**src/rtl/unified_mem_arbiter.sv**
```systemverilog
// unified_mem_arbiter
//   Shares one multi-cycle single-port memory between instruction fetch (IF)
//   and data access (MEM). Data is served first, then the fetch; results are
//   latched and the whole pipeline is stalled until every access requested in
//   the current pipeline cycle has completed (or timed out).
//
// Ports
//   clk_i, rst_i            clock, synchronous active-high reset
//   if_req_i/if_addr_i      fetch request and PC
//   if_instr_o              latched fetched instruction
//   dm_read_i/dm_write_i    MEM-stage load/store (both high = store)
//   dm_addr_i/dm_wdata_i    data address / store data
//   dm_rdata_o              latched load data
//   stall_o                 combinational pipeline-wide freeze
//   mem_req_o/we/addr/wdata registered memory request
//   mem_ack_i/mem_rdata_i   memory completion, rdata valid with ack
//   err_o                   sticky timeout flag
module unified_mem_arbiter #(
  parameter int                ADDR_W    = 32,
  parameter int                DATA_W    = 32,
  parameter int                TIMEOUT   = 255,
  parameter logic [DATA_W-1:0] NOP_INSTR = 'h00000013
) (
  input  logic              clk_i,
  input  logic              rst_i,
  input  logic              if_req_i,
  input  logic [ADDR_W-1:0] if_addr_i,
  output logic [DATA_W-1:0] if_instr_o,
  input  logic              dm_read_i,
  input  logic              dm_write_i,
  input  logic [ADDR_W-1:0] dm_addr_i,
  input  logic [DATA_W-1:0] dm_wdata_i,
  output logic [DATA_W-1:0] dm_rdata_o,
  output logic              stall_o,
  output logic              mem_req_o,
  output logic              mem_we_o,
  output logic [ADDR_W-1:0] mem_addr_o,
  output logic [DATA_W-1:0] mem_wdata_o,
  input  logic              mem_ack_i,
  input  logic [DATA_W-1:0] mem_rdata_i,
  output logic              err_o
);

  typedef enum logic [1:0] {IDLE, D_WAIT, I_WAIT} state_t;

  // Counter holds the number of wait cycles already spent without an ack,
  // so the access is abandoned at the end of the TIMEOUT-th wait cycle.
  localparam logic [7:0] CNT_LAST = 8'(TIMEOUT - 1);

  state_t            r_state, w_state_nxt;
  logic              r_d_served, w_d_served_nxt;
  logic              r_i_served, w_i_served_nxt;
  logic [7:0]        r_cnt, w_cnt_nxt;
  logic              r_req, w_req_nxt;
  logic              r_we, w_we_nxt;
  logic [ADDR_W-1:0] r_addr, w_addr_nxt;
  logic [DATA_W-1:0] r_wdata, w_wdata_nxt;
  logic [DATA_W-1:0] r_instr, w_instr_nxt;
  logic [DATA_W-1:0] r_rdata, w_rdata_nxt;
  logic              r_err, w_err_nxt;

  logic w_d_need, w_i_need, w_stall;

  assign w_d_need = (dm_read_i | dm_write_i) & ~r_d_served;
  assign w_i_need = if_req_i & ~r_i_served;
  assign w_stall  = w_d_need | w_i_need | (r_state != IDLE);

  always_comb begin
    w_state_nxt    = r_state;
    w_d_served_nxt = r_d_served;
    w_i_served_nxt = r_i_served;
    w_cnt_nxt      = r_cnt;
    w_req_nxt      = r_req;
    w_we_nxt       = r_we;
    w_addr_nxt     = r_addr;
    w_wdata_nxt    = r_wdata;
    w_instr_nxt    = r_instr;
    w_rdata_nxt    = r_rdata;
    w_err_nxt      = r_err;

    case (r_state)
      IDLE: begin
        // Pipeline advances on this edge: start a fresh pipeline cycle.
        if (!w_stall) begin
          w_d_served_nxt = 1'b0;
          w_i_served_nxt = 1'b0;
        end
        if (w_d_need) begin
          w_addr_nxt  = dm_addr_i;
          w_wdata_nxt = dm_wdata_i;
          w_we_nxt    = dm_write_i;  // read+write together is a write
          w_req_nxt   = 1'b1;
          w_cnt_nxt   = '0;
          w_state_nxt = D_WAIT;
        end else if (w_i_need) begin
          w_addr_nxt  = if_addr_i;
          w_we_nxt    = 1'b0;
          w_req_nxt   = 1'b1;
          w_cnt_nxt   = '0;
          w_state_nxt = I_WAIT;
        end
      end

      D_WAIT, I_WAIT: begin
        if (mem_ack_i) begin
          if (r_state == I_WAIT) begin
            w_instr_nxt    = mem_rdata_i;
            w_i_served_nxt = 1'b1;
          end else begin
            if (!r_we) w_rdata_nxt = mem_rdata_i;
            w_d_served_nxt = 1'b1;
          end
          w_req_nxt   = 1'b0;
          w_we_nxt    = 1'b0;
          w_cnt_nxt   = '0;
          w_state_nxt = IDLE;
        end else if (r_cnt == CNT_LAST) begin
          // Abandon the access: substitute a NOP / zero data and carry on.
          if (r_state == I_WAIT) begin
            w_instr_nxt    = NOP_INSTR;
            w_i_served_nxt = 1'b1;
          end else begin
            if (!r_we) w_rdata_nxt = '0;
            w_d_served_nxt = 1'b1;
          end
          w_err_nxt   = 1'b1;
          w_req_nxt   = 1'b0;
          w_we_nxt    = 1'b0;
          w_cnt_nxt   = '0;
          w_state_nxt = IDLE;
        end else begin
          w_cnt_nxt = r_cnt + 8'd1;
        end
      end

      default: w_state_nxt = IDLE;
    endcase
  end

  always_ff @(posedge clk_i) begin
    if (rst_i) begin
      r_state    <= IDLE;
      r_d_served <= 1'b0;
      r_i_served <= 1'b0;
      r_cnt      <= '0;
      r_req      <= 1'b0;
      r_we       <= 1'b0;
      r_addr     <= '0;
      r_wdata    <= '0;
      r_instr    <= '0;
      r_rdata    <= '0;
      r_err      <= 1'b0;
    end else begin
      r_state    <= w_state_nxt;
      r_d_served <= w_d_served_nxt;
      r_i_served <= w_i_served_nxt;
      r_cnt      <= w_cnt_nxt;
      r_req      <= w_req_nxt;
      r_we       <= w_we_nxt;
      r_addr     <= w_addr_nxt;
      r_wdata    <= w_wdata_nxt;
      r_instr    <= w_instr_nxt;
      r_rdata    <= w_rdata_nxt;
      r_err      <= w_err_nxt;
    end
  end

  assign stall_o     = w_stall;
  assign mem_req_o   = r_req;
  assign mem_we_o    = r_we;
  assign mem_addr_o  = r_addr;
  assign mem_wdata_o = r_wdata;
  assign if_instr_o  = r_instr;
  assign dm_rdata_o  = r_rdata;
  assign err_o       = r_err;

endmodule

```
**config.mk**
```make
export PLATFORM = sky130hd
export DESIGN_NAME = unified_mem_arbiter
export DESIGN_NICKNAME = d
export VERILOG_FILES = /design/src/rtl/unified_mem_arbiter.sv
export SDC_FILE = /design/constraint.sdc
export NUM_CORES = 1
export LEC_CHECK = 0
export CORE_MARGIN = 4
export CORE_UTILIZATION = 43
export DETAILED_ROUTE_END_ITERATION = 7
export PLACE_DENSITY = 0.85
export SYNTH_ARGS = -nofsm -noshare
export SYNTH_HDL_FRONTEND = slang
export SYNTH_SLANG_ARGS = --single-unit
```
**constraint.sdc**
```tcl
create_clock -name clk_i -period 3.4 [get_ports clk_i]
set_input_delay 0.68 -clock clk_i [delete_from_list [all_inputs] [get_ports clk_i]]
set_output_delay 0.68 -clock clk_i [all_outputs]
set_load 0.05 [all_outputs]
```
Word-level counts from Yosys, hierarchy flattened
Index checks and enable logic that the tools add are counted.
{"block": "word_totals", "latchBits": 0, "n_memories": 0, "elab_cells": 82, "register_bits": 143, "mem_bits_rw": 0, "rom_bits": 0, "input_bits": 134, "out_inout_bits": 132}
{"block": "classes", "n_mux": 39, "n_lt_le_gt_ge": 0, "n_mul": 0, "eq_ne": 6, "n_reduce_logical": 15, "n_addsub": 1, "n_div": 0, "n_shift": 0, "bitwise_logic": 10}
{"op": "$mux W32", "count": 12}
{"op": "$mux W8", "count": 4}
{"op": "$pmux W8 S2", "count": 1}
{"op": "$mux W1", "count": 13}
{"op": "$reduce_and A3 Y1", "count": 4}
{"op": "$add A8 B1 Y8 const B", "count": 1}
{"op": "$eq A8 B8 Y1 const B", "count": 1}
{"op": "$mux W2", "count": 4}
{"op": "$pmux W1 S2", "count": 4}
{"op": "$reduce_and A2 Y1", "count": 4}
{"op": "$reduce_bool A2 Y1", "count": 4}
{"op": "$ne A3 B3 Y1 const B", "count": 2}
{"op": "$not A1 Y1", "count": 5}
{"op": "$pmux W2 S2", "count": 1}
{"op": "$reduce_and A4 Y1", "count": 1}
{"op": "$or A1 B1 Y1", "count": 3}
{"op": "$and A1 B1 Y1", "count": 2}
{"op": "$eq A2 B1 Y1 const B", "count": 1}
{"op": "$eq A2 B2 Y1 const B", "count": 1}
{"op": "$logic_not A2 Y1", "count": 1}
{"op": "$ne A2 B2 Y1 const B", "count": 1}
{"op": "$reduce_or A2 Y1", "count": 1}

Depth between registers and ports, before layout
Gate-level depths: netlist of run 1.
{"block": "depth", "ltp_word": 6, "depth_mapped": 8, "depth_no_buf": 6}

Worst setup path after synthesis of run 1
No wires, ideal clock.
{"block": "synth_timing", "kind": "input port to output port", "startpoint": "in dm_write_i", "endpoint": "out stall_o", "n_path_buf": 0, "arrival_ns": 1.450, "stages": 2, "slack_ns": 1.270, "required_ns": 2.720, "path_cell_list": "o21bai_2 nand3_1"}
{"block": "synth_via", "elab_chain_len": 4}
{"item": "from (decl)", "line": "30", "source": "input logic dm_write_i,"}
{"item": "$or A1 B1 Y1", "line": "64", "source": "assign w_d_need = (dm_read_i | dm_write_i) & ~r_d_served;"}
{"item": "$and A1 B1 Y1", "line": "64"}
{"item": "$or A1 B1 Y1 (2 in a row)", "line": "66", "source": "assign w_stall = w_d_need | w_i_need | (r_state != IDLE);"}
{"item": "to (decl)", "line": "34", "source": "output logic stall_o,"}
No other way between the ends.

Final worst setup path of run 1
Ends and elaborated chain as after synthesis.

==> impl_metrics.xml, run 1 <==
<?xml version="1.0" encoding="UTF-8"?>
<metrics>
  <group name="layout">
    <metric name="drive_gt1_share" unit="%">6.83</metric>
    <metric name="num-fill-cells" unit="">885</metric>
    <metric name="sequential_cell_area" unit="um^2">2860</metric>
    <metric name="layout-area-overhead-vs-synth" unit="%">62.9</metric>
    <metric name="antenna-diode-count" unit="">0</metric>
    <metric name="finish.net_count" unit="">960</metric>
    <metric name="area_used_by_multi_input_combinational_logic" unit="um^2">2250</metric>
    <metric name="post-route-util" unit="%">72.0</metric>
  </group>
  <group name="critical_path">
    <metric name="cp_num_cells" unit="">4</metric>
    <metric name="worst-endpoint-arrival" unit="ns">2.00</metric>
    <metric name="worst_path_largest_cell_delay" unit="ns">0.47</metric>
    <metric name="worst-path-buf-inv" unit="">2</metric>
    <metric name="timing.rr.end" unit="">dm_rdata_o[8]</metric>
    <metric name="start_kind" unit="">input pin</metric>
    <metric name="critical_path.cell_chain" unit="">clkdlybuf4s50_1, o21bai_2, nand3_1, buf_4</metric>
    <metric name="r2r_slack" unit="ns">0.94</metric>
    <metric name="reg2reg_depth" unit="">4</metric>
    <metric name="worst_path_top_cell_family_by_delay" unit="">buffers and inverters</metric>
    <metric name="required" unit="ns">2.72</metric>
    <metric name="critPathMaxFanout" unit="">6</metric>
    <metric name="endpoint_kind" unit="">output pin</metric>
    <metric name="r2r_start" unit="">r_state[1]</metric>
    <metric name="timing.critical_path.slowest_stage_cell" unit="">sky130_fd_sc_hd__clkdlybuf4s50_1</metric>
    <metric name="critical_path_class" unit="">input pin to output pin</metric>
  </group>
  <group name="routing">
    <metric name="ant_nets" unit="">0</metric>
    <metric name="wl" unit="mm">17.6</metric>
    <metric name="detail_route.iter0.violations" unit="">373</metric>
    <metric name="drc_viols" unit="">0</metric>
    <metric name="route.vias.total" unit="">5497</metric>
    <metric name="post_drt_via_cell_ratio" unit="">5.48</metric>
    <metric name="drt_pass1_iterations" unit="">5</metric>
    <metric name="average_wire_per_cell_in_the_routed_design" unit="um">17.6</metric>
  </group>
  <group name="placement">
    <metric name="dp_hpwl" unit="mm">12.4</metric>
    <metric name="gp_congestion" unit="">0.814</metric>
    <metric name="port-buffer-count" unit="">265</metric>
  </group>
  <group name="timing">
    <metric name="fin_worst_skew" unit="ns">0.00996</metric>
    <metric name="fmax" unit="GHz">0.374</metric>
    <metric name="hold_viol" unit="">0</metric>
    <metric name="layout_worst_path_cycle_share" unit="%">78.7</metric>
    <metric name="hold-worst-slack" unit="ns">0.455</metric>
    <metric name="timing.slew.headroom" unit="%">11.4</metric>
    <metric name="drv_slew" unit="">0</metric>
    <metric name="timing_worst_slew_pin_value" unit="ns">1.33</metric>
    <metric name="final.min_clock_period" unit="ns">2.68</metric>
    <metric name="setup_repair_after_global_routing_missed_its_margin" unit="">no</metric>
    <metric name="fin_setup_tns" unit="ns">0</metric>
    <metric name="setup_viol" unit="">0</metric>
  </group>
  <group name="grt">
    <metric name="grt_first_pass_wirelength" unit="mm">27.6</metric>
    <metric name="grt.overflow.total" unit="">0</metric>
    <metric name="antenna_found_initial" unit="">0</metric>
    <metric name="groute.usage.overall" unit="%">24.0</metric>
    <metric name="first_global_vias" unit="">5526</metric>
    <metric name="grt_start_max_net_pins" unit="">79</metric>
  </group>
  <group name="synthesis">
    <metric name="synth_top_cells_by_count" unit="">143 x sky130_fd_sc_hd__dfxtp_1, 135 x sky130_fd_sc_hd__nand2_1, 61 x sky130_fd_sc_hd__a32o_1</metric>
    <metric name="synth_top_cell_area_share" unit="%">53.4</metric>
    <metric name="mappedNetlistNets" unit="">718</metric>
    <metric name="synth_area_per_cell" unit="um^2">9.24</metric>
    <metric name="synth_flop_cell" unit="">sky130_fd_sc_hd__dfxtp_1</metric>
    <metric name="yosysWarningCount" unit="">0</metric>
    <metric name="synth_largest_area_cell" unit="">sky130_fd_sc_hd__dfxtp_1</metric>
    <metric name="synth.distinct_cells" unit="">34</metric>
    <metric name="post_synth_main_area_contributors" unit="">sky130_fd_sc_hd__dfxtp_1 53%, sky130_fd_sc_hd__a32o_1 11%, sky130_fd_sc_hd__nand2_1 9.5%</metric>
    <metric name="postSynthRegisterBits" unit="">143</metric>
    <metric name="synth.most_common_cell" unit="">sky130_fd_sc_hd__dfxtp_1</metric>
    <metric name="syn-cell-area" unit="um^2">5360</metric>
    <metric name="synthesis.instances" unit="">580</metric>
    <metric name="synth_enable_flop_cells" unit="">0</metric>
    <metric name="ys_seq_area_share" unit="%">53.4</metric>
    <metric name="postSynth.asyncResetShare" unit="%">0</metric>
  </group>
  <group name="floorplanning">
    <metric name="die_w" unit="um">120</metric>
    <metric name="dieArea" unit="um^2">14300</metric>
    <metric name="top_level_pins" unit="">266</metric>
    <metric name="rows" unit="">40</metric>
    <metric name="core-area" unit="um^2">12100</metric>
    <metric name="initial_core_util" unit="%">44.2</metric>
    <metric name="dieHeight" unit="um">120</metric>
  </group>
  <group name="clock_network">
    <metric name="cts_tree" unit="">done</metric>
    <metric name="clkTransAtPathRegs" unit="ns">0.06</metric>
    <metric name="cts-htree-levels" unit="">4</metric>
    <metric name="cts_inserted_buffers" unit="">17</metric>
    <metric name="clkSinkCount" unit="">143</metric>
    <metric name="ctsHoldBuffers" unit="">0</metric>
    <metric name="cts.root.buffer_cell" unit="">sky130_fd_sc_hd__clkbuf_16</metric>
    <metric name="cts.path.max_buffers" unit="">2</metric>
    <metric name="postCtsSetupRepairBufs" unit="">0</metric>
    <metric name="cts_repair_resize_count" unit="">0</metric>
    <metric name="clock_latency" unit="ns">0.42</metric>
  </group>
  <group name="min_path">
    <metric name="min_path_type" unit="">flip-flop to flip-flop</metric>
    <metric name="min_to" unit="">if_instr_o[0]</metric>
    <metric name="min-delay-start" unit="">if_instr_o[0]</metric>
    <metric name="holdPathStages" unit="">2</metric>
  </group>
  <group name="power_and_ir_drop">
    <metric name="ir_worst_vdd" unit="V">0.000669</metric>
    <metric name="p_leak" unit="uW">0.00321</metric>
    <metric name="powerDensity" unit="nW/um^2">883</metric>
  </group>
  <group name="outcome">
    <metric name="status" unit="">finished, final reports clean</metric>
  </group>
  <group name="run">
    <metric name="max_cap_violations" unit="">0</metric>
  </group>
</metrics>
registers in the layout, summed over array words and instances, names as in the netlist, 2 cells and up:
register / count
dm_rdata_o: 32
if_instr_o: 32
mem_addr_o: 32
mem_wdata_o: 32
r_cnt: 8
r_state: 2
final cells by class:
type                            count  area share (%)
Timing Repair Buffer              276            31.2
Multi-Input combinational cell    374            25.8
Clock inverter                     14            2.35
Sequential cell                   143            32.8
Inverter                           10           0.430
Tap cell                          168            2.41
Clock buffer                       18            5.03
metal layers:
metal	vias to the layer above	share of wire [%]	global-route usage, %
li1	2601	-	-
met1	2616	37	25.8
met2	239	52	42.9
met3	41	6.9	7.07
met4	0	3.2	11.3
met5	-	0	0
report_power, final:
part | total [uW] | switching (uW) | internal, uW
clock network | 2000 | 742 | 1260
logic | 3440 | 2310 | 1130
registers | 2260 | 208 | 2050
total | 7700 | 3260 | 4440
worst reg2reg max path, stage by stage (launching register included):
cell and delay (ns):
sky130_fd_sc_hd__dfxtp_1 0.35, sky130_fd_sc_hd__inv_1 0.05, sky130_fd_sc_hd__ha_1 0.55, sky130_fd_sc_hd__and3_1 1.13, sky130_fd_sc_hd__a32o_1 0.33
placed cells by master, fill, tap and decap left out, types with 2 or more instances in the layout:
cell type                         instances
sky130_fd_sc_hd__and3_1                   3
sky130_fd_sc_hd__nand2b_1                 2
sky130_fd_sc_hd__clkbuf_16               17
sky130_fd_sc_hd__a31oi_2                  2
sky130_fd_sc_hd__inv_6                    3
sky130_fd_sc_hd__nor2_1                  38
sky130_fd_sc_hd__o32ai_1                  2
sky130_fd_sc_hd__nand3_1                 17
sky130_fd_sc_hd__a32o_1                  61
sky130_fd_sc_hd__nand2_1                135
sky130_fd_sc_hd__buf_2                    2
sky130_fd_sc_hd__inv_1                   10
sky130_fd_sc_hd__clkdlybuf4s50_1        262
sky130_fd_sc_hd__o21a_1                   2
sky130_fd_sc_hd__clkinv_4                 5
sky130_fd_sc_hd__clkinvlp_4               2
sky130_fd_sc_hd__buf_4                   12
sky130_fd_sc_hd__o221a_2                  2
sky130_fd_sc_hd__or4_1                    4
sky130_fd_sc_hd__a311oi_1                32
sky130_fd_sc_hd__o21bai_2                 2
sky130_fd_sc_hd__o31ai_1                  2
sky130_fd_sc_hd__a21oi_1                 43
sky130_fd_sc_hd__dfxtp_1                143
sky130_fd_sc_hd__bufinv_16                4
sky130_fd_sc_hd__ha_1                     4
sky130_fd_sc_hd__nor2b_1                  2
sky130_fd_sc_hd__a31oi_1                  4
sky130_fd_sc_hd__o21ai_0                  5
kinds of logic (layout without fill, tap and decap cells):
kind of cell,Yosys count,in the layout,share of synthesized area (%)
adders and majority gates,4,4,0.934
AOI/OAI and AO/OA,161,161,24.3
DFF,143,143,53.4
buffers and inverters,63,318,5.09
and+or+nand+nor,209,209,16.2
through the flow:
step                worst slack (ns)  cells  area, um^2  total power [uW]
finish                         0.724   1003        8720              7700
global placement               0.779    971        8080              5620
floorplan                       1.27    580        5360              4570
CTS                            0.731   1003        8720              7740
global route                   0.631   1003        8720              8050
detailed placement             0.608    971        8080              5720
how the worst max path moves through the flow:
stage,start,end
after floorplan,dm_write_i,stall_o
after global placement,dm_write_i,stall_o
after detailed placement,dm_write_i,mem_wdata_o[16]
after CTS,dm_write_i,stall_o
after global routing,dm_write_i,stall_o
final,dm_write_i,stall_o
Note: power is estimated with default switching activity, not from simulation.
==> inputs of run 2 (changes only) <==
CORE_UTILIZATION = 40   (was 43)
PLACE_DENSITY = 0.8   (was 0.85)
clock period = 2.6 ns   (was 3.4 ns; I/O delays follow)
==> impl_metrics.xml, run 2 (synthesized netlist as in run 1, its figures left out) <==
<?xml version="1.0" encoding="UTF-8"?>
<metrics>
  <group name="timing">
    <metric name="setup_repair_after_global_routing_missed_its_margin" unit="">no</metric>
    <metric name="hold_viol" unit="">0</metric>
    <metric name="timing.final.ws_setup" unit="ns">0.241</metric>
    <metric name="final.min_clock_period" unit="ns">2.36</metric>
    <metric name="timing_worst_slew_pin_value" unit="ns">0.631</metric>
    <metric name="fmax" unit="GHz">0.424</metric>
    <metric name="timing.slew.headroom" unit="%">58.0</metric>
    <metric name="hold-worst-slack" unit="ns">0.458</metric>
    <metric name="fin_worst_skew" unit="ns">0.00970</metric>
    <metric name="fin_setup_tns" unit="ns">0</metric>
    <metric name="layout_worst_path_cycle_share" unit="%">90.7</metric>
    <metric name="setup_viol" unit="">0</metric>
    <metric name="drv_slew" unit="">0</metric>
  </group>
  <group name="layout">
    <metric name="layout.cells.most_common_list" unit="">262 x sky130_fd_sc_hd__clkdlybuf4s50_1, 143 x sky130_fd_sc_hd__dfxtp_1, 135 x sky130_fd_sc_hd__nand2_1, 61 x sky130_fd_sc_hd__a32o_1, 43 x sky130_fd_sc_hd__a21oi_1</metric>
    <metric name="most_common_cell_after_layout_fill_and_taps_aside" unit="">sky130_fd_sc_hd__clkdlybuf4s50_1</metric>
    <metric name="antenna-diode-count" unit="">0</metric>
    <metric name="layout-area-overhead-vs-synth" unit="%">63.3</metric>
    <metric name="drive_gt1_share" unit="%">6.82</metric>
    <metric name="stdcell_area" unit="um^2">8740</metric>
    <metric name="finish.net_count" unit="">962</metric>
  </group>
  <group name="clock_network">
    <metric name="cts.root.buffer_cell" unit="">sky130_fd_sc_hd__clkbuf_16</metric>
    <metric name="clkSinkCount" unit="">143</metric>
    <metric name="cts-htree-levels" unit="">4</metric>
    <metric name="postCtsSetupRepairBufs" unit="">0</metric>
    <metric name="clkTransAtPathRegs" unit="ns">0.05</metric>
    <metric name="cts_repair_resize_count" unit="">0</metric>
    <metric name="clock_latency" unit="ns">0.42</metric>
    <metric name="cts.path.max_buffers" unit="">2</metric>
    <metric name="cts_inserted_buffers" unit="">17</metric>
    <metric name="ctsHoldBuffers" unit="">0</metric>
    <metric name="cts_tree" unit="">done</metric>
  </group>
  <group name="critical_path">
    <metric name="timing.critical_path.slowest_stage_cell" unit="">sky130_fd_sc_hd__clkdlybuf4s50_1</metric>
    <metric name="worst_path_largest_cell_delay" unit="ns">0.47</metric>
    <metric name="critPathMaxFanout" unit="">5</metric>
    <metric name="critical_path.cell_chain" unit="">clkdlybuf4s50_1, o21bai_2, nand3_1, buf_4</metric>
    <metric name="start_kind" unit="">input pin</metric>
    <metric name="critical_path_class" unit="">input pin to output pin</metric>
    <metric name="required" unit="ns">2.08</metric>
    <metric name="worst-endpoint-arrival" unit="ns">1.84</metric>
    <metric name="endpoint_kind" unit="">output pin</metric>
  </group>
  <group name="floorplanning">
    <metric name="dieArea" unit="um^2">15300</metric>
    <metric name="initial_core_util" unit="%">40.6</metric>
    <metric name="core-area" unit="um^2">13200</metric>
    <metric name="dieHeight" unit="um">124</metric>
    <metric name="rows" unit="">42</metric>
    <metric name="top_level_pins" unit="">266</metric>
    <metric name="die_w" unit="um">124</metric>
  </group>
  <group name="run">
    <metric name="max_cap_violations" unit="">0</metric>
  </group>
  <group name="grt">
    <metric name="grt_start_max_net_pins" unit="">65</metric>
    <metric name="antenna_found_initial" unit="">0</metric>
    <metric name="grt_first_pass_wirelength" unit="mm">25.6</metric>
    <metric name="first_global_vias" unit="">5187</metric>
    <metric name="grt.overflow.total" unit="">0</metric>
    <metric name="groute.usage.overall" unit="%">21.2</metric>
  </group>
  <group name="routing">
    <metric name="drt_pass1_iterations" unit="">7</metric>
    <metric name="wl" unit="mm">17.0</metric>
    <metric name="average_wire_per_cell_in_the_routed_design" unit="um">16.8</metric>
    <metric name="drc_viols" unit="">0</metric>
    <metric name="route.vias.total" unit="">5389</metric>
    <metric name="post_drt_via_cell_ratio" unit="">5.33</metric>
    <metric name="detail_route.iter0.violations" unit="">350</metric>
    <metric name="ant_nets" unit="">0</metric>
  </group>
  <group name="min_path">
    <metric name="min_path_type" unit="">flip-flop to flip-flop</metric>
  </group>
  <group name="power_and_ir_drop">
    <metric name="p_leak" unit="uW">0.00322</metric>
    <metric name="ir_worst_vdd" unit="V">0.000909</metric>
    <metric name="powerDensity" unit="nW/um^2">1140</metric>
  </group>
  <group name="placement">
    <metric name="port-buffer-count" unit="">265</metric>
    <metric name="placed_area" unit="um^2">8120</metric>
    <metric name="dp_hpwl" unit="mm">12.3</metric>
    <metric name="dp_slack" unit="ns">0.245</metric>
    <metric name="gp_congestion" unit="">0.832</metric>
  </group>
  <group name="outcome">
    <metric name="status" unit="">finished, final reports clean</metric>
  </group>
</metrics>
[run 2: cell types whose count changed in the layout (fill, tap and decap cells not counted)]
cell,delta
sky130_fd_sc_hd__buf_4,+1
sky130_fd_sc_hd__clkinv_4,-2
sky130_fd_sc_hd__clkbuf_1,+1
sky130_fd_sc_hd__inv_6,-1
sky130_fd_sc_hd__buf_12,+1
sky130_fd_sc_hd__clkinv_2,+1
[run 2: critical path, delay by kind of cell]
kind | cells | cell delay, ns
AND/OR/NAND/NOR | 1 | 0.26
AO/OA/AOI/OAI | 1 | 0.32
buffers and inverters | 2 | 0.74
[run 2: layout make-up]
type	count	area (um^2)
inverter	10	37.5
clock inverter	12	184
sequential	143	2860
multi-input combinational	374	2250
clock buffer	19	443
fill	1053	4450
timing repair buffer	278	2750
tap	176	220
[run 2: metrics by stage]
step                total power (uW)  utilization [%]  std cells
floorplan                       5980                -        580
global placement                7400             61.5        981
global route                   10500             66.3       1012
CTS                            10100             66.3       1012
detailed placement              7520             61.5        981
finish                         10000             66.3       1012
[run 2: path summary, 6_finish.rpt]
path | from | to | slack (ns) | cells after the start
worst max-delay path | dm_write_i | stall_o | 0.24 | 4
worst min-delay path | mem_wdata_o[22] | mem_wdata_o[22] | 0.46 | 2
worst max register to register | r_state[1] | r_cnt[5] | 0.44 | 6
worst min register to register | mem_wdata_o[22] | mem_wdata_o[22] | 0.46 | 2
[run 2: routing by layer]
layer	wire [um]	track usage, %	vias to the layer above
met3	1100	6.09	32
met1	6570	24.2	2570
met2	8830	36.7	186
met5	0	0	-
li1	-	-	2601
met4	475	9.34	0
[run 2: power breakdown]
group	switching, uW	internal [uW]	total [uW]
clock	910	1630	2540
sequential	258	2680	2940
combinational	3020	1510	4530
total	4190	5820	10000
==> inputs of run 3 (changes only) <==
CELL_PAD_IN_SITES_DETAIL_PLACEMENT = 1   (was not set)
CELL_PAD_IN_SITES_GLOBAL_PLACEMENT = 2   (was not set)
CORE_UTILIZATION = 22   (was 40)
PLACE_DENSITY = not set   (was 0.8)
PLACE_DENSITY_LB_ADDON = 0.1   (was not set)
RECOVER_POWER = 50   (was not set)
REMOVE_ABC_BUFFERS = 1   (was not set)
==> impl_metrics.xml, run 3 (synthesized netlist as in run 1, its figures left out) <==
<?xml version="1.0" encoding="UTF-8"?>
<metrics>
  <group name="floorplanning">
    <metric name="die_w" unit="um">164</metric>
    <metric name="initial_core_util" unit="%">22.6</metric>
    <metric name="rows" unit="">56</metric>
    <metric name="dieArea" unit="um^2">26900</metric>
    <metric name="core-area" unit="um^2">23700</metric>
    <metric name="dieHeight" unit="um">164</metric>
    <metric name="top_level_pins" unit="">266</metric>
  </group>
  <group name="timing">
    <metric name="layout_worst_path_cycle_share" unit="%">88.3</metric>
    <metric name="hold_viol" unit="">0</metric>
    <metric name="timing.slew.headroom" unit="%">47.9</metric>
    <metric name="hold-worst-slack" unit="ns">0.433</metric>
    <metric name="fmax" unit="GHz">0.435</metric>
    <metric name="drv_slew" unit="">0</metric>
    <metric name="setup_repair_after_global_routing_missed_its_margin" unit="">no</metric>
    <metric name="setup_viol" unit="">0</metric>
    <metric name="final.min_clock_period" unit="ns">2.30</metric>
    <metric name="timing_worst_slew_pin_value" unit="ns">0.781</metric>
    <metric name="fin_setup_tns" unit="ns">0</metric>
    <metric name="fin_worst_skew" unit="ns">0.0175</metric>
  </group>
  <group name="clock_network">
    <metric name="cts_inserted_buffers" unit="">17</metric>
    <metric name="ctsHoldBuffers" unit="">0</metric>
    <metric name="clkTransAtPathRegs" unit="ns">0.06</metric>
    <metric name="clock_latency" unit="ns">0.43</metric>
    <metric name="postCtsSetupRepairBufs" unit="">0</metric>
    <metric name="cts.root.buffer_cell" unit="">sky130_fd_sc_hd__clkbuf_16</metric>
    <metric name="cts_repair_resize_count" unit="">0</metric>
    <metric name="cts.path.max_buffers" unit="">2</metric>
    <metric name="clkSinkCount" unit="">143</metric>
    <metric name="cts_tree" unit="">done</metric>
    <metric name="cts-htree-levels" unit="">4</metric>
  </group>
  <group name="grt">
    <metric name="antenna_found_initial" unit="">2</metric>
    <metric name="grt_first_pass_wirelength" unit="mm">33.4</metric>
    <metric name="groute.usage.overall" unit="%">16.2</metric>
    <metric name="grt_start_max_net_pins" unit="">76</metric>
    <metric name="first_global_vias" unit="">5847</metric>
    <metric name="grt.overflow.total" unit="">0</metric>
  </group>
  <group name="routing">
    <metric name="drc_viols" unit="">0</metric>
    <metric name="post_drt_via_cell_ratio" unit="">4.64</metric>
    <metric name="ant_nets" unit="">0</metric>
    <metric name="drt_pass1_iterations" unit="">5</metric>
    <metric name="wl" unit="mm">21.7</metric>
    <metric name="route.vias.total" unit="">5372</metric>
    <metric name="detail_route.iter0.violations" unit="">262</metric>
    <metric name="average_wire_per_cell_in_the_routed_design" unit="um">18.7</metric>
  </group>
  <group name="critical_path">
    <metric name="r2r_start" unit="">r_state[1]</metric>
    <metric name="worst-path-buf-inv" unit="">2</metric>
    <metric name="worst_path_top_cell_family_by_delay" unit="">buffers and inverters</metric>
    <metric name="start_kind" unit="">input pin</metric>
    <metric name="critical_path.cell_chain" unit="">clkdlybuf4s50_1, o21bai_2, nand3_1, buf_4</metric>
    <metric name="setup.worst_path.start" unit="">dm_write_i</metric>
    <metric name="critPathMaxFanout" unit="">5</metric>
    <metric name="worst_path_largest_cell_delay" unit="ns">0.46</metric>
    <metric name="endpoint_kind" unit="">output pin</metric>
    <metric name="required" unit="ns">2.08</metric>
    <metric name="critical_path_class" unit="">input pin to output pin</metric>
    <metric name="worst-endpoint-arrival" unit="ns">1.78</metric>
    <metric name="timing.critical_path.slowest_stage_cell" unit="">sky130_fd_sc_hd__clkdlybuf4s50_1</metric>
  </group>
  <group name="layout">
    <metric name="layout-area-overhead-vs-synth" unit="%">65.8</metric>
    <metric name="finish.net_count" unit="">963</metric>
    <metric name="drive_gt1_share" unit="%">6.92</metric>
    <metric name="layout.cells.most_common_list" unit="">262 x sky130_fd_sc_hd__clkdlybuf4s50_1, 143 x sky130_fd_sc_hd__dfxtp_1, 135 x sky130_fd_sc_hd__nand2_1, 61 x sky130_fd_sc_hd__a32o_1, 43 x sky130_fd_sc_hd__a21oi_1</metric>
    <metric name="most_common_cell_after_layout_fill_and_taps_aside" unit="">sky130_fd_sc_hd__clkdlybuf4s50_1</metric>
    <metric name="fin_cells" unit="">1158</metric>
  </group>
  <group name="power_and_ir_drop">
    <metric name="totalPowerFinal" unit="uW">10000</metric>
    <metric name="ir_worst_vdd" unit="V">0.000465</metric>
    <metric name="powerDensity" unit="nW/um^2">1130</metric>
    <metric name="p_leak" unit="uW">0.00319</metric>
  </group>
  <group name="min_path">
    <metric name="min_path_type" unit="">input pin to flip-flop</metric>
    <metric name="min-delay-start" unit="">rst_i</metric>
  </group>
  <group name="placement">
    <metric name="port-buffer-count" unit="">265</metric>
    <metric name="dp_hpwl" unit="mm">15.3</metric>
    <metric name="dpl.cell_count" unit="">1125</metric>
    <metric name="gp_congestion" unit="">0.716</metric>
  </group>
  <group name="run">
    <metric name="max_cap_violations" unit="">0</metric>
  </group>
  <group name="outcome">
    <metric name="status" unit="">finished, final reports clean</metric>
  </group>
</metrics>
==> run 3: cell types whose count changed in the layout (fill, tap and decap cells not counted), moves of 2 or more <==
cell / change
sky130_fd_sc_hd__clkinv_4: -2
sky130_fd_sc_hd__inv_6: +4
sky130_fd_sc_hd__bufinv_16: -3
sky130_fd_sc_hd__inv_8: +2
sky130_fd_sc_hd__clkbuf_2: +2
sky130_fd_sc_hd__buf_4: -5
sky130_fd_sc_hd__clkinvlp_4: +2
==> run 3: layer usage <==
metal	vias up	share of wire (%)	GRT usage, %
met2	150	51	28.2
met1	2600	39	17.6
li1	2603	-	-
met4	2	1.3	4.96
met5	-	0.037	0
met3	17	8.6	7.40
==> run 3: worst paths after layout <==
kind              slack [ns]              to  depth (start not counted)
setup reg to reg        0.37  if_instr_o[30]                          6
hold / removal          0.43           err_o                          2
setup / recovery        0.30         stall_o                          4
hold reg to reg         0.45   if_instr_o[1]                          2
==> run 3: worst register-to-register path, delay by kind of cell, from the launching register on <==
family          cells  cell delay [ns]
flops               1             0.35
buf+inv             3             0.92
compound gates      1             0.30
simple gates        1             0.21
fa+ha+maj           1             0.40
==> run 3: report_power, final <==
part | internal (uW) | switching, uW | leakage (uW)
registers | 2680 | 256 | 0.00117
clock network | 1350 | 1060 | 0.000272
logic | 1520 | 3150 | 0.00175
total | 5540 | 4460 | 0.00319
==> run 3: area by class of cell <==
cell class                      instances  area (um^2)
Fill cell                            2720        14800
Timing Repair Buffer                  279         2760
Antenna cell                            1         2.50
Sequential cell                       143         2860
Clock buffer                           17          425
Tap cell                              319          399
Clock inverter                         15          149
Multi-Input combinational cell        374         2250
Inverter                               10         37.5
==> run 3: through the flow <==
step                      setup slack (ns)  area [um^2]  util, %
final                                0.303         8880     37.5
after global routing                 0.120         8880     37.5
after CTS                            0.289         8900     37.6
after detailed placement             0.298         8330     35.2
after global placement               0.338         8330     35.2
after floorplan                      -1.21         5120        -
==> edit 1 (flow settings as in run 3) <==
Encoding of `state_t`: now one-hot (3 bits for 3 states).
--- a/src/rtl/unified_mem_arbiter.sv
+++ b/src/rtl/unified_mem_arbiter.sv
@@ -41,7 +41,7 @@
   output logic              err_o
 );
 
-  typedef enum logic [1:0] {IDLE, D_WAIT, I_WAIT} state_t;
+  typedef enum logic [2:0] {IDLE = 3'b001, D_WAIT = 3'b010, I_WAIT = 3'b100} state_t;
 
   // Counter holds the number of wait cycles already spent without an ack,
   // so the access is abandoned at the end of the TIMEOUT-th wait cycle.
Formal check against the unedited RTL: no difference found for any inputs over 4 cycles, from zero or initial values and one cycle with rst_i high; so few cycles prove little.
==> edit 1 against run 3 <==
  * Worst setup slack lost 0.091 ns
  * Routed wire length down 1.6%
  * Count of clock-buffer cells in the layout stayed put
  * Cell area is 1.4% higher
  * Sequential cell count rose by 1
  * First-iteration DRC count fell by 11%
  * Maximum frequency down 3.8%
  * Worst hold slack improved by 0.023 ns
  * Clock skew down 0.0077 ns
  * Synthesized area is 0.54% higher
  * Die area is 0.51% higher
  * Critical endpoint unchanged
Power is not compared: it rests on default switching activity, and its combinational part moved more than twofold at a synthesized area within 25%.
==> edit 1: results (changes against run 3) <==
----------------------------------------------------
[Global route]
  First-pass GRT wire length ... 33100 µm (-1.1%)
  Number of antenna violations at the first check in global routing ... 0 (-2)
  Pin count of the biggest net entering global routing ... 42 (-45%)
  Overall routing resource usage ... 0.156 (-0.00587)
  Number of global-route vias before repair ... 5944 (+1.7%)
  Grt total ovfl ... 0 (unchanged)

[Synthesis]
  Share of synthesized area occupied by flip-flops and latches ... 0.535 (+0.000861)
  Cells taking the most area after synthesis ... dfxtp_1, nand2_1, a21oi_1
  Count of cell types in the netlist ... 35 (+2.9%)
  Commonest cells post-synth ... nand2_1, dfxtp_1, a21oi_1, nor2_1, o21ai_0
  Post-synthesis async set-or-reset flop share ... 0 (unchanged)

[Drt]
  Number of iterations in the first detailed-routing pass ... 6 (+1)
  Sum of routed wire length over all layers ... 21400 µm (-1.6%)
  Initial detailed-routing violation count ... 234 (-11%)
  DR vias/cell ... 4.60 (-0.76%)

[Place]
  Estimated wirelength of the detail-placed design ... 15600 µm (+2.0%)
  Worst slack at placement ... 0.284 ns (-0.0135 ns)
  Final estimated routing congestion in global placement ... 0.753 (+5.1%)

[Worst hold path]
  Worst min-delay path category ... register to register
  Sink of the worst hold path ... mem_wdata_o[10]
  Worst min-delay path startpoint ... mem_wdata_o[10]

[Critical path]
  Worst endpoint data arrival time ... 1.87 ns (+0.09 ns)
  Worst reg2reg endpoint ... r_state[2]
  R2R Path Start ... r_cnt[0]
  Start point of the critical path ... r_state[0]
  Critical Path Fanout Max ... 6 (+1)
  Slack of the worst reg-to-reg path ... 0.31 ns (-0.06 ns)

[Layout]
  Ratio of cells with drive above 1 in the final layout ... 0.0693 (about the same)
  Final Net Count ... 1018 (+5.7%)
  Antenna fix cells ... 0 (-1)
  Fill cell total of the finished layout ... 2747 (+0.99%)

[Timing]
  Tightest Pin Transition ... 0.850 ns (+0.0683 ns)
  Setup skew after layout ... 0.00981 ns (-0.00773 ns)

[Run status]
  Run status ... finished clean

----------------------------------------------------
## edit 1: worst max-delay path, stage by stage, from the launching register on
cell     delay [ns]
dfxtp_1        0.41
or3b_1         0.50
nor2_1         0.23
nand2_1        0.14
buf_12         0.17
## edit 1: worst max-delay path by stage
stage / to / slack, ns / cells after the start
after floorplan: mem_req_o / -0.58 / 4
after CTS: stall_o / 0.10 / 4
after detailed placement: mem_addr_o[24] / 0.28 / 6
after global routing: mem_we_o / 0.06 / 7
final: stall_o / 0.21 / 4
after global placement: mem_addr_o[20] / 0.37 / 6
## edit 1: report_power, final
group          switching [mW]  internal [mW]
Clock                    1.11           1.47
Sequential             0.0953           2.38
Combinational            1.09          0.629
Total                    2.30           4.47
## edit 1: cell type report
type                       instances  area [µm²]  area share
multi-input combinational        434        2280       0.254
timing repair buffer             281        2810       0.312
tap                              319         399      0.0443
inverter                           4        15.0     0.00167
clock buffer                      17         425      0.0472
sequential                       144        2880       0.320
clock inverter                    15         194      0.0215
## edit 1: logic make-up after synthesis
family	synth area share
AO/OA/AOI/OAI	0.238
flip-flops	0.535
XOR/XNOR	0.00163
AND/OR/NAND/NOR	0.180
adder cells (fa/ha/maj)	0.00465
buffers and inverters	0.0409
## edit 1: metrics by stage
| step | hold WS, ns | area, µm² | std cells |
|---|---|---|---|
| 6_report | 0.456 | 9010 | 1214 |
| 5_1_grt | 0.477 | 9010 | 1214 |
| 4_1_cts | 0.458 | 9040 | 1214 |
| 3_5_place_dp | 0.449 | 8420 | 1182 |
| 3_3_place_gp | 0.442 | 8420 | 1182 |
| 2_1_floorplan | 0.432 | 5180 | 582 |
## edit 1: layer usage
layer	part of all wire	track usage
met3	0.076	0.0504
met5	0	0
met2	0.47	0.252
met4	0.017	0.0457
met1	0.44	0.200
==> edit 2 (flow settings as in run 3) <==
Without the edit above. Change the parameter `DATA_W` from 32 to 24.
--- a/src/rtl/unified_mem_arbiter.sv
+++ b/src/rtl/unified_mem_arbiter.sv
@@ -17,7 +17,7 @@
 //   err_o                   sticky timeout flag
 module unified_mem_arbiter #(
   parameter int                ADDR_W    = 32,
-  parameter int                DATA_W    = 32,
+  parameter int                DATA_W    = 24,
   parameter int                TIMEOUT   = 255,
   parameter logic [DATA_W-1:0] NOP_INSTR = 'h00000013
 ) (
Interface: changed (5 resized); port bits go from 266 to 226. The function was not compared with the original's and may differ.
==> edit 2 against run 3 <==
  * Synthesized area down 15%
  * Sequential share of layout area down 1.6 points
  * Cell area down 12%
  * Worst setup slack better by 0.011 ns
  * Via count down 12%
  * Utilization up 0.67 points
  * Combinational power down 10%
  * Sequential cell count down 24
  * Highest routed layer unchanged
  * Largest power group unchanged
  * Cell count down 13%
  * Largest cell class unchanged
  * Routed wire length down 19%
  * Total power down 6.5%
==> edit 2: results (changes against run 3) <==
----------------------------------------------------
[Timing]
  Setup skew after layout ... 0.00917 ns (-0.00837 ns)
  Relative slew slack ... 0.333 (-0.146)

[Layout]
  Final Net Count ... 852 (-12%)
  Ratio of cells with drive above 1 in the final layout ... 0.0821 (+0.0129)
  Antenna fix cells ... 0 (-1)

[Worst hold path]
  Worst min-delay path category ... register to register
  Worst min-delay path startpoint ... mem_wdata_o[4]

[Synthesis]
  Share of synthesized area occupied by flip-flops and latches ... 0.520 (-0.0142)
  Cells taking the most area after synthesis ... dfxtp_1, nand2_1, a32o_1
  Count of cell types in the netlist ... 31 (-8.8%)
  Number of cells produced by synthesis ... 511 (-12%)
  Commonest cells post-synth ... nand2_1, dfxtp_1, a32o_1, nor2_1, a21oi_1

[Critical path]
  Slack of the worst reg-to-reg path ... 0.44 ns (+0.07 ns)
  Timing endpoint of the critical path ... r_i_served
  Worst reg2reg endpoint ... if_instr_o[5]
  Worst endpoint data arrival time ... 2.58 ns (+0.80 ns)

[Pwr]
  Standby leakage power ... 2.91 nW (-8.8%)
  Maximum vdd ir drop ... 442 µV (-5.0%)

[Drt]
  Initial detailed-routing violation count ... 165 (-37%)
  Sum of routed wire length over all layers ... 17500 µm (-19%)
  Vias after detailed routing ... 4726 (-12%)
  Wire length per cell ... 17.3 µm (-7.6%)

[Place]
  Final estimated routing congestion in global placement ... 0.759 (+6.0%)
  Port Buffers ... 225 (-15%)
  Estimated wirelength of the detail-placed design ... 12600 µm (-17%)

[Global route]
  Pin count of the biggest net entering global routing ... 52 (-32%)
  Overall routing resource usage ... 0.148 (-0.0135)
  Number of global-route vias before repair ... 4976 (-15%)

[Clock tree]
  Clock latency on the worst-skew pair ... 0.41 ns (-0.02 ns)

[Run status]
  Run status ... finished clean

----------------------------------------------------
edit 2: cell count changes in the layout (fill, tap and decap cells not counted), moves of 5 or more:
cell / change
clkdlybuf4s50_1: -59
a32o_1: -16
a21oi_1: -8
nand3_1: -7
buf_4: +5
dfxtp_1: -24
dlygate4sd3_1: +20
inv_1: -5
nand2_1: -12
edit 2: logic make-up after synthesis:
group | after synthesis | synth area share
buffers and inverters | 50 | 0.0467
AND/OR/NAND/NOR | 201 | 0.183
AO/OA/AOI/OAI | 137 | 0.239
flip-flops | 119 | 0.520
adder cells (fa/ha/maj) | 4 | 0.0109
edit 2: cell type report:
class | instances | area, µm²
Timing Repair Buffer | 245 | 2370
Inverter | 5 | 18.8
Clock inverter | 15 | 239
Fill cell | 2301 | 12600
Multi-Input combinational cell | 342 | 2000
Tap cell | 270 | 338
Clock buffer | 17 | 425
Sequential cell | 119 | 2380
edit 2: worst register-to-register path: stages (launching register included):
cell and delay [ns]:
dfxtp_1 0.35, inv_1 0.05, ha_1 0.35, clkbuf_1 0.40
nand2_1 0.13, nor2_1 0.11, clkbuf_2 0.46, a32o_1 0.26
edit 2: how the worst min path moves through the flow:
| stage | to | slack (ns) | cells past startpoint |
|---|---|---|---|
| 2_1_floorplan | r_cnt[7] | 0.45 | 2 |
| 3_3_place_gp | mem_wdata_o[6] | 0.44 | 2 |
| 4_1_cts | mem_wdata_o[4] | 0.46 | 2 |
| 5_1_grt | mem_wdata_o[21] | 0.48 | 2 |
| 3_5_place_dp | if_instr_o[20] | 0.45 | 1 |
| 6_report | mem_wdata_o[4] | 0.46 | 2 |
edit 2: where the power goes:
| group | internal [mW] | switching [mW] | leakage (nW) |
|---|---|---|---|
| logic | 1.36 | 2.84 | 1.61 |
| registers | 2.26 | 0.230 | 0.974 |
| clock network | 1.73 | 0.938 | 0.327 |
| total | 5.35 | 4.01 | 2.91 |
edit 2: metal layers:
layer,share of wire,track usage,up-vias
li1,-,-,2298
met1,0.42,0.178,2252
met2,0.48,0.243,157
met3,0.085,0.0608,17
met4,0.010,0.0475,2
met5,0.00063,0,-
edit 2: metrics by stage:
stage / utilization / setup TNS, ns / total power, mW / setup slack, ns
finish: 0.382 / 0 / 9.36 / 0.314
floorplan: - / -52.31 / 5.18 / -1.40
detailed placement: 0.351 / 0 / 6.89 / 0.152
global route: 0.382 / 0 / 9.89 / 0.179
global placement: 0.351 / 0 / 6.83 / 0.261
CTS: 0.384 / 0 / 9.63 / 0.302
